`src/rtl/spi_pkg.sv`:
```
// Shared types and constants for the SPI command decoder: FSM states,
// command-byte layout and the fixed status/bad-address values.
package spi_pkg;

    typedef enum logic [1:0] {
        ST_IDLE,
        ST_CMD,
        ST_WDATA,
        ST_DRAIN
    } state_e;

    localparam int         CMD_WRITE_BIT = 7;
    localparam logic [6:0] STATUS_ADDR   = 7'h7F;
    localparam logic [7:0] BAD_ADDR_DATA = 8'hEE;

    // Increment that sticks at all-ones instead of wrapping.
    function automatic logic [7:0] sat_inc(input logic [7:0] v);
        return (v == 8'hFF) ? v : v + 8'd1;
    endfunction

endpackage

```
`src/rtl/sync_2ff.sv`:
```
// Two-flop synchroniser for a single asynchronous level, with a selectable
// reset value so an idle-high input does not glitch low out of reset.
module sync_2ff #(
    parameter logic RESET_VAL = 1'b0
) (
    input  logic clk,
    input  logic rst_n,
    input  logic d_i,
    output logic q_o
);

    logic meta_q;
    logic sync_q;

    // NOTE: sequential state uses non-blocking assignments so both flops
    // sample the pre-edge values and the chain really is two stages deep.
    always_ff @(posedge clk or negedge rst_n) begin
        if (!rst_n) begin
            meta_q <= RESET_VAL;
            sync_q <= RESET_VAL;
        end else begin
            meta_q <= d_i;
            sync_q <= meta_q;
        end
    end

    assign q_o = sync_q;

endmodule

```
`src/rtl/spi_reg_bridge.sv`:
```
// Byte-level command decoder behind an SPI slave: decodes one-byte reads and
// two-byte writes into a small register file and queues read-back data.
module spi_reg_bridge
    import spi_pkg::*;
#(
    parameter int         NUM_REGS  = 8,
    parameter logic [7:0] RESET_VAL = 8'h00
) (
    input  logic                        system_clk,
    input  logic                        system_rst_n,
    input  logic                        spi_cs,
    input  logic                        data_ready,
    input  logic [7:0]                  received_data,
    output logic                        read_ack,
    output logic [7:0]                  data_to_send,
    input  logic [7:0]                  status_in,
    output logic [8*NUM_REGS-1:0]       reg_bus,
    output logic                        wr_strobe,
    output logic [$clog2(NUM_REGS)-1:0] wr_addr,
    output logic [7:0]                  err_count
);

    localparam int         AW         = $clog2(NUM_REGS);
    localparam logic [6:0] NUM_REGS_A = 7'(NUM_REGS);

    logic          cs_s;
    logic          data_ready_q;
    logic          new_byte;
    logic [1:0]    cs_valid_q;
    logic          armed_q;
    state_e        state_q;
    logic [6:0]    addr_q;
    logic          read_ack_q;
    logic          wr_strobe_q;
    logic [AW-1:0] wr_addr_q;
    logic [7:0]    err_q;
    logic [7:0]    data_to_send_q;
    logic [7:0]    regs_q [NUM_REGS];

    logic [6:0]    cmd_addr;
    logic [7:0]    rd_data;
    logic          rd_err;

    sync_2ff #(
        .RESET_VAL (1'b1)
    ) u_cs_sync (
        .clk   (system_clk),
        .rst_n (system_rst_n),
        .d_i   (spi_cs),
        .q_o   (cs_s)
    );

    assign new_byte = data_ready & ~data_ready_q;
    assign cmd_addr = received_data[6:0];

    // NOTE: every always_comb output gets a default first, so no path can
    // leave it unassigned and infer a latch.
    always_comb begin
        rd_data = BAD_ADDR_DATA;
        rd_err  = 1'b1;
        if (cmd_addr < NUM_REGS_A) begin
            rd_data = regs_q[cmd_addr[AW-1:0]];
            rd_err  = 1'b0;
        end else if (cmd_addr == STATUS_ADDR) begin
            rd_data = status_in;
            rd_err  = 1'b0;
        end
    end

    // cs_s only reflects the pin once both synchroniser flops have been
    // reloaded after reset; armed_q then demands a real CS-high before the
    // first frame so a reset in mid-frame realigns on the next frame start.
    always_ff @(posedge system_clk or negedge system_rst_n) begin
        if (!system_rst_n) begin
            data_ready_q   <= 1'b0;
            cs_valid_q     <= 2'b00;
            armed_q        <= 1'b0;
            state_q        <= ST_IDLE;
            addr_q         <= 7'd0;
            read_ack_q     <= 1'b0;
            wr_strobe_q    <= 1'b0;
            wr_addr_q      <= '0;
            err_q          <= 8'd0;
            data_to_send_q <= 8'h00;
            // NOTE: the register file is small and architecturally visible
            // with a defined reset value, so it is reset like any other flop.
            for (int i = 0; i < NUM_REGS; i++) begin
                regs_q[i] <= RESET_VAL;
            end
        end else begin
            data_ready_q <= data_ready;
            cs_valid_q   <= {cs_valid_q[0], 1'b1};
            read_ack_q   <= 1'b0;
            wr_strobe_q  <= 1'b0;

            if (cs_s) begin
                if (cs_valid_q[1]) begin
                    armed_q <= 1'b1;
                end
                if (state_q == ST_WDATA) begin
                    err_q <= sat_inc(err_q);
                end
                state_q <= ST_IDLE;
            end else begin
                if (new_byte && state_q != ST_IDLE) begin
                    read_ack_q <= 1'b1;
                end

                case (state_q)
                    ST_IDLE: begin
                        if (armed_q) begin
                            state_q <= ST_CMD;
                        end
                    end
                    ST_CMD: begin
                        if (new_byte) begin
                            addr_q <= cmd_addr;
                            if (received_data[CMD_WRITE_BIT]) begin
                                state_q <= ST_WDATA;
                            end else begin
                                state_q        <= ST_DRAIN;
                                data_to_send_q <= rd_data;
                                if (rd_err) begin
                                    err_q <= sat_inc(err_q);
                                end
                            end
                        end
                    end
                    ST_WDATA: begin
                        if (new_byte) begin
                            state_q <= ST_DRAIN;
                            if (addr_q < NUM_REGS_A) begin
                                regs_q[addr_q[AW-1:0]] <= received_data;
                                wr_strobe_q            <= 1'b1;
                                wr_addr_q              <= addr_q[AW-1:0];
                            end else begin
                                err_q <= sat_inc(err_q);
                            end
                        end
                    end
                    ST_DRAIN: begin
                    end
                    default: state_q <= ST_IDLE;
                endcase
            end
        end
    end

    always_comb begin
        reg_bus = '0;
        for (int i = 0; i < NUM_REGS; i++) begin
            reg_bus[8*i +: 8] = regs_q[i];
        end
    end

    assign read_ack     = read_ack_q;
    assign wr_strobe    = wr_strobe_q;
    assign wr_addr      = wr_addr_q;
    assign err_count    = err_q;
    assign data_to_send = data_to_send_q;

endmodule

```
`config.mk`:
```
export PLATFORM = sky130hd
export DESIGN_NAME = spi_reg_bridge
export DESIGN_NICKNAME = d
export VERILOG_FILES = /design/src/rtl/spi_pkg.sv /design/src/rtl/sync_2ff.sv /design/src/rtl/spi_reg_bridge.sv
export SDC_FILE = /design/constraint.sdc
export NUM_CORES = 1
export LEC_CHECK = 0
export CAP_MARGIN = 20
export CORE_MARGIN = 4
export CORE_UTILIZATION = 40
export CTS_BUF_LIST = sky130_fd_sc_hd__clkbuf_2
export DETAILED_ROUTE_END_ITERATION = 8
export PLACE_DENSITY = 0.66
export SYNTH_ARGS = -nofsm -noshare
export SYNTH_HDL_FRONTEND = slang
export SYNTH_SLANG_ARGS = --single-unit
```
`constraint.sdc`:
```
create_clock -name system_clk -period 4.7 [get_ports system_clk]
set_clock_uncertainty 0.1 [all_clocks]
set_input_delay 1.175 -clock system_clk [delete_from_list [all_inputs] [get_ports system_clk]]
set_output_delay 1.175 -clock system_clk [all_outputs]
set_load 0.02 [all_outputs]
```
Yosys cells after proc, flatten, opt, wreduce, memory -nomap -nowiden
Index checks and enable logic that the tools add are counted.
{"block": "classes", "n_eq_ne": 11, "n_mux": 31, "addsub": 1, "n_reduce_logical": 12, "n_lt_le_gt_ge": 5, "n_bitwise": 6}
{"cell": "$mux W8", "n": 13}
{"cell": "$bwmux W64", "n": 1}
{"cell": "$bmux W8 S3", "n": 1}
{"cell": "$demux W8 S3", "n": 1}
{"cell": "$ne A3 B2 Y1 const B", "n": 6}
{"cell": "$pmux W8 S2", "n": 1}
{"cell": "$lt A7 B4 Y1 const B", "n": 2}
{"cell": "$reduce_and A4 Y1", "n": 3}
{"cell": "$mux W1", "n": 9}
{"cell": "$add A8 B1 Y8 const B", "n": 1}
{"cell": "$eq A8 B8 Y1 const B", "n": 1}
{"cell": "$ge A4 B4 Y1 const B", "n": 2}
{"cell": "$mux W2", "n": 4}
{"cell": "$not A3 Y4", "n": 2}
{"cell": "$eq A7 B7 Y1 const B", "n": 1}
{"cell": "$reduce_and A7 Y1", "n": 1}
{"cell": "$pmux W2 S3", "n": 1}
{"cell": "$lt A4 B1 Y1 const B", "n": 1}
{"cell": "$reduce_bool A2 Y1", "n": 2}
{"cell": "$reduce_bool A4 Y1", "n": 1}
{"cell": "$not A1 Y1", "n": 3}
{"cell": "$reduce_and A3 Y1", "n": 1}
{"cell": "$eq A2 B1 Y1 const B", "n": 1}
{"cell": "$eq A2 B2 Y1 const B", "n": 1}
{"cell": "5 further kinds", "n": 6}
{"block": "word_totals", "output_inout_bits": 85, "elab_cells": 86, "register_bits": 100}

Depth between registers and ports, before layout
{"block": "logic_depth", "word_depth": 8, "mapped_depth": 8, "depth_no_buf": 7}

By module
A second synthesis with hierarchy kept.
{"block": "unflattened", "hier_cells": 337, "area_unflattened_um2": 4525.6}
{"mod": "spi_reg_bridge", "n_inst": 1, "area_each_um2": 4473.0, "seq_area_each_um2": 2452.4, "cells_each": 335}
{"mod": "sync_2ff", "n_inst": 1, "area_each_um2": 52.6, "seq_area_each_um2": 52.6, "cells_each": 2}

Worst setup path after synthesis
No wires, ideal clock.
{"block": "synth_timing", "path_type": "input to register", "from": "input received_data[0]", "to": "register err_q[1] (netlist: err_count[1])", "setup_time_ns": 0.125, "arrival_ns": 2.759, "path_slack_ns": 1.717, "required_ns": 4.475, "stages": 7, "cell_sequence": "buf_2 -> nand2_1 -> or3_1 -> clkbuf_1 -> a211o_1 -> nand2_1 -> mux2_2"}
{"block": "synth_between", "elab_chain_len": 5, "elab_cells_between_ends": 6, "cone_classes": "order compare: 1; eq/ne: 2; mux: 2; reduce/logical: 1"}
{"item": "start, declared", "line_no": "spi_reg_bridge.sv:13", "source": "input logic [7:0] received_data,"}
{"item": "branches (longest 2 deep; another with $lt A7 B4 Y1)"}
{"item": "$mux W1 (*)", "line_no": "spi_reg_bridge.sv:61", "source": "if (cmd_addr < NUM_REGS_A) begin"}
{"item": "$ne A3 B2 Y1 (no line) (*)"}
{"item": "$reduce_and A7 Y1 (no line) (*)"}
{"item": "end signal, assigned", "line_no": "spi_reg_bridge.sv:101", "source": "err_q <= sat_inc(err_q);"}
{"item": "end signal, assigned", "line_no": "spi_reg_bridge.sv:124", "source": "err_q <= sat_inc(err_q);"}
{"item": "end signal, assigned", "line_no": "spi_reg_bridge.sv:137", "source": "err_q <= sat_inc(err_q);"}
{"item": "end, declared", "line_no": "spi_reg_bridge.sv:36", "source": "logic [7:0] err_q;"}
Mark *: on every way between the ends.
A chain may end at the register's enable or synchronous reset.

Final worst setup path
{"block": "layout_timing", "from": "input received_data[3]", "to": "register err_q[1] (netlist: err_count[1])"}
Same word-level chain as after synthesis.

==> flow_metrics.env <==
export IMPL_outcome="finished, final reports clean"
export IMPL_mostFrequentLayoutCells="sky130_fd_sc_hd__clkdlybuf4s50_1 (103), sky130_fd_sc_hd__dfrtp_1 (98), sky130_fd_sc_hd__mux2_2 (72)"
export IMPL_busiest_layer="met2"
export IMPL_cts_post_setup_buffers_inserted=0
export IMPL_vias_per_cell=5.38
export IMPL_crit_arrival_ns=3.48
export IMPL_drt_iter0_markers=137
export IMPL_hold_buf_cts=0
export IMPL_max_cap_violations=0
export IMPL_p_total_uw=2140
export IMPL_pin_count=105
export IMPL_timing_setup_tns_ns=0
export IMPL_critical_path_required_ns=5.08
export IMPL_critical_path_class="primary input to flop"
export IMPL_port_buffer_count=104
export IMPL_cts_sinks=100
export IMPL_fraction_of_the_yosys_area_taken_by_sequential_cells_pct=54.8
export IMPL_worstSkewPairLatency_ns=0.58
export IMPL_worst_slew_margin_rel_pct=37.9
export IMPL_clk_pin_slew_worst_paths_ns=0.26
export IMPL_fin_crit_sh_pct=65.8
export IMPL_routed_wire_length_per_instance_um=20.3
export IMPL_timing_critical_path_to_type="flop"
export IMPL_finalWirelength_mm=11.7
export IMPL_crit_path_start_kind="primary input"
export IMPL_chipHeight_um=115
export IMPL_layout_cells_most_common="sky130_fd_sc_hd__clkdlybuf4s50_1"
export IMPL_grt_max_degree=72
export IMPL_final_util_pct=53.2
export IMPL_route_antenna_remaining_nets=0
export IMPL_async_flop_share_pct=100
export IMPL_detailedPlacementHpwl_mm=8.32
export IMPL_first_pass_iters=4
export IMPL_cts_path_max_buffers=2
export IMPL_finalNetCount=455
export IMPL_dpl_worst_slack_ns=0.976
export IMPL_synth_net_count=356
export IMPL_fp_dieArea_sq_um=13200
export IMPL_cellPowerDensity_nw_per_um2=365
export IMPL_finalHoldViolCount=0
export IMPL_synthCells=332
export IMPL_cts_inserted_buffers=9
export IMPL_setup_viol=0
export IMPL_cts_repair_resized=0
export IMPL_mappedNetlistArea_sq_um=4570
export IMPL_timing_hold_worst_class="flop to flop"
export IMPL_area_growth_pct=28.3
export IMPL_groute_layer_met3_usage_pct=4.32
export IMPL_cts_tree="yes"
export IMPL_drv_slew=0
export IMPL_fraction_of_met1_tracks_used_by_global_routing_pct=25.6
export IMPL_worst_path_max_fanout=12
export IMPL_groute_layer_met2_usage_pct=29.5
export IMPL_ys_warnings_count=0
export IMPL_ys_ff_latch=100
export IMPL_dominantRegCellSynth="sky130_fd_sc_hd__dfrtp_1"
export IMPL_final_hold_worst_slack_ns=0.278
export IMPL_die_w_um=115
export IMPL_synthDistinctLibCells=41
export IMPL_postLayoutSetupSlackWorst_ns=1.61
export IMPL_grt_pass1_vias=3135
export IMPL_cellLeakagePower_uw=0.00260
export IMPL_avgSynthCellArea_sq_um=13.8
export IMPL_drive_above_1_share_pct=29.1
export IMPL_vias=3100
export IMPL_synth_enable_flop_cells=0
export IMPL_gr_total_overflow=0
export IMPL_worst_ir_drop_vdd_uv=244
export IMPL_global_placer_s_final_weighted_congestion=0.775
export IMPL_grt_antenna_before_repair=0
export IMPL_cts_root_buf="sky130_fd_sc_hd__clkbuf_2"
export IMPL_core_sq_um=11000
export IMPL_route_detailed_drc=0
export IMPL_row_count=38
export IMPL_grt_usage_pct=18.2
export IMPL_layout_min_cycle_time_ns=3.09
export IMPL_grt_first_pass_wirelength_mm=18.2
export IMPL_grt_setup_unrepaired="no"
export IMPL_worst_slew_pin_transition_ns=0.927
export IMPL_cts_htree_levels=3
export IMPL_initial_utilization_pct=41.5
export IMPL_fmax_ghz=0.323
export IMPL_antenna_cells_inserted=0
cell usage after synthesis (all sizes together) (7+ instances only):
master	number	area (sq um)
o21ai	7	35.0
buf	7	37.5
nor3	7	50.1
xnor2	7	61.3
clkbuf	16	60.1
nor2	8	30.0
mux4	14	315
mux2	80	927
dfrtp	98	2450
nand2	18	67.6
worst paths after layout:
| check | from | end | slack (ns) | cells past startpoint |
|---|---|---|---|---|
| worst max-delay path | received_data[3] | err_count[1] | 1.61 | 6 |
| worst min-delay path | u_cs_sync.meta_q | u_cs_sync.q_o | 0.28 | 0 |
| worst max register to register | addr_q[6] | reg_bus[39] | 1.96 | 5 |
| worst min register to register | u_cs_sync.meta_q | u_cs_sync.q_o | 0.28 | 0 |
| max in group asynchronous | system_rst_n | u_cs_sync.meta_q | 2.94 | 2 |
| min in group asynchronous | system_rst_n | reg_bus[12] | 0.53 | 1 |
power breakdown:
group / switching [uW] / internal, uW
sequential: 124 / 980
clock: 299 / 132
combinational: 299 / 305
logic make-up (layout without fill, tap and decap cells):
kind of cell / Yosys count / in the layout / share of synthesized area, %
buf+inv: 29 / 133 / 2.63
flops: 100 / 100 / 54.8
simple gates: 70 / 70 / 8.97
compound gates: 25 / 25 / 3.50
xor+xnor: 7 / 7 / 1.34
mux: 96 / 96 / 27.6
other cells: 1 / 1 / 0.0820
fa+ha+maj: 4 / 4 / 1.09
per-layer routing:
layer | wire length [um] | part of all wire [%] | up-vias
li1 | - | - | 1406
met1 | 5210 | 45 | 1591
met2 | 5750 | 49 | 99
met3 | 698 | 6.0 | 4
met4 | 43 | 0.37 | 0
met5 | 0 | 0 | -
flip-flops by register name, summed over array words and instances (netlist names):
name              flops
wr_addr               3
reg_bus              64
data_ready_q          1
u_cs_sync.meta_q      1
read_ack              1
armed_q               1
data_to_send          8
state_q               2
addr_q                7
wr_strobe             1
err_count             8
cs_valid_q            2
u_cs_sync.q_o         1
critical path: stages:
cell and delay [ns]:
sky130_fd_sc_hd__clkdlybuf4s50_1 0.76, sky130_fd_sc_hd__nand3_1 0.12, sky130_fd_sc_hd__or3_1 0.54, sky130_fd_sc_hd__a211o_1 0.41, sky130_fd_sc_hd__nand2_1 0.14, sky130_fd_sc_hd__mux2_2 0.33
per-stage QoR:
| stage | std cells | instance area [sq um] |
|---|---|---|
| global route | 576 | 5870 |
| floorplan | 332 | 4570 |
| CTS | 576 | 5870 |
| detailed placement | 560 | 5740 |
| global placement | 560 | 5740 |
| finish | 576 | 5870 |
layout make-up:
type                    count  area (sq um)
multi-input cells         203          1950
repair buffers            111          1090
fillers                   970          5160
clock buffers               9          45.0
inverters                   6          22.5
well taps                 140           175
clock inverters             7          80.1
flip-flops and latches    100          2500
Power figures use the tool's default switching activity.
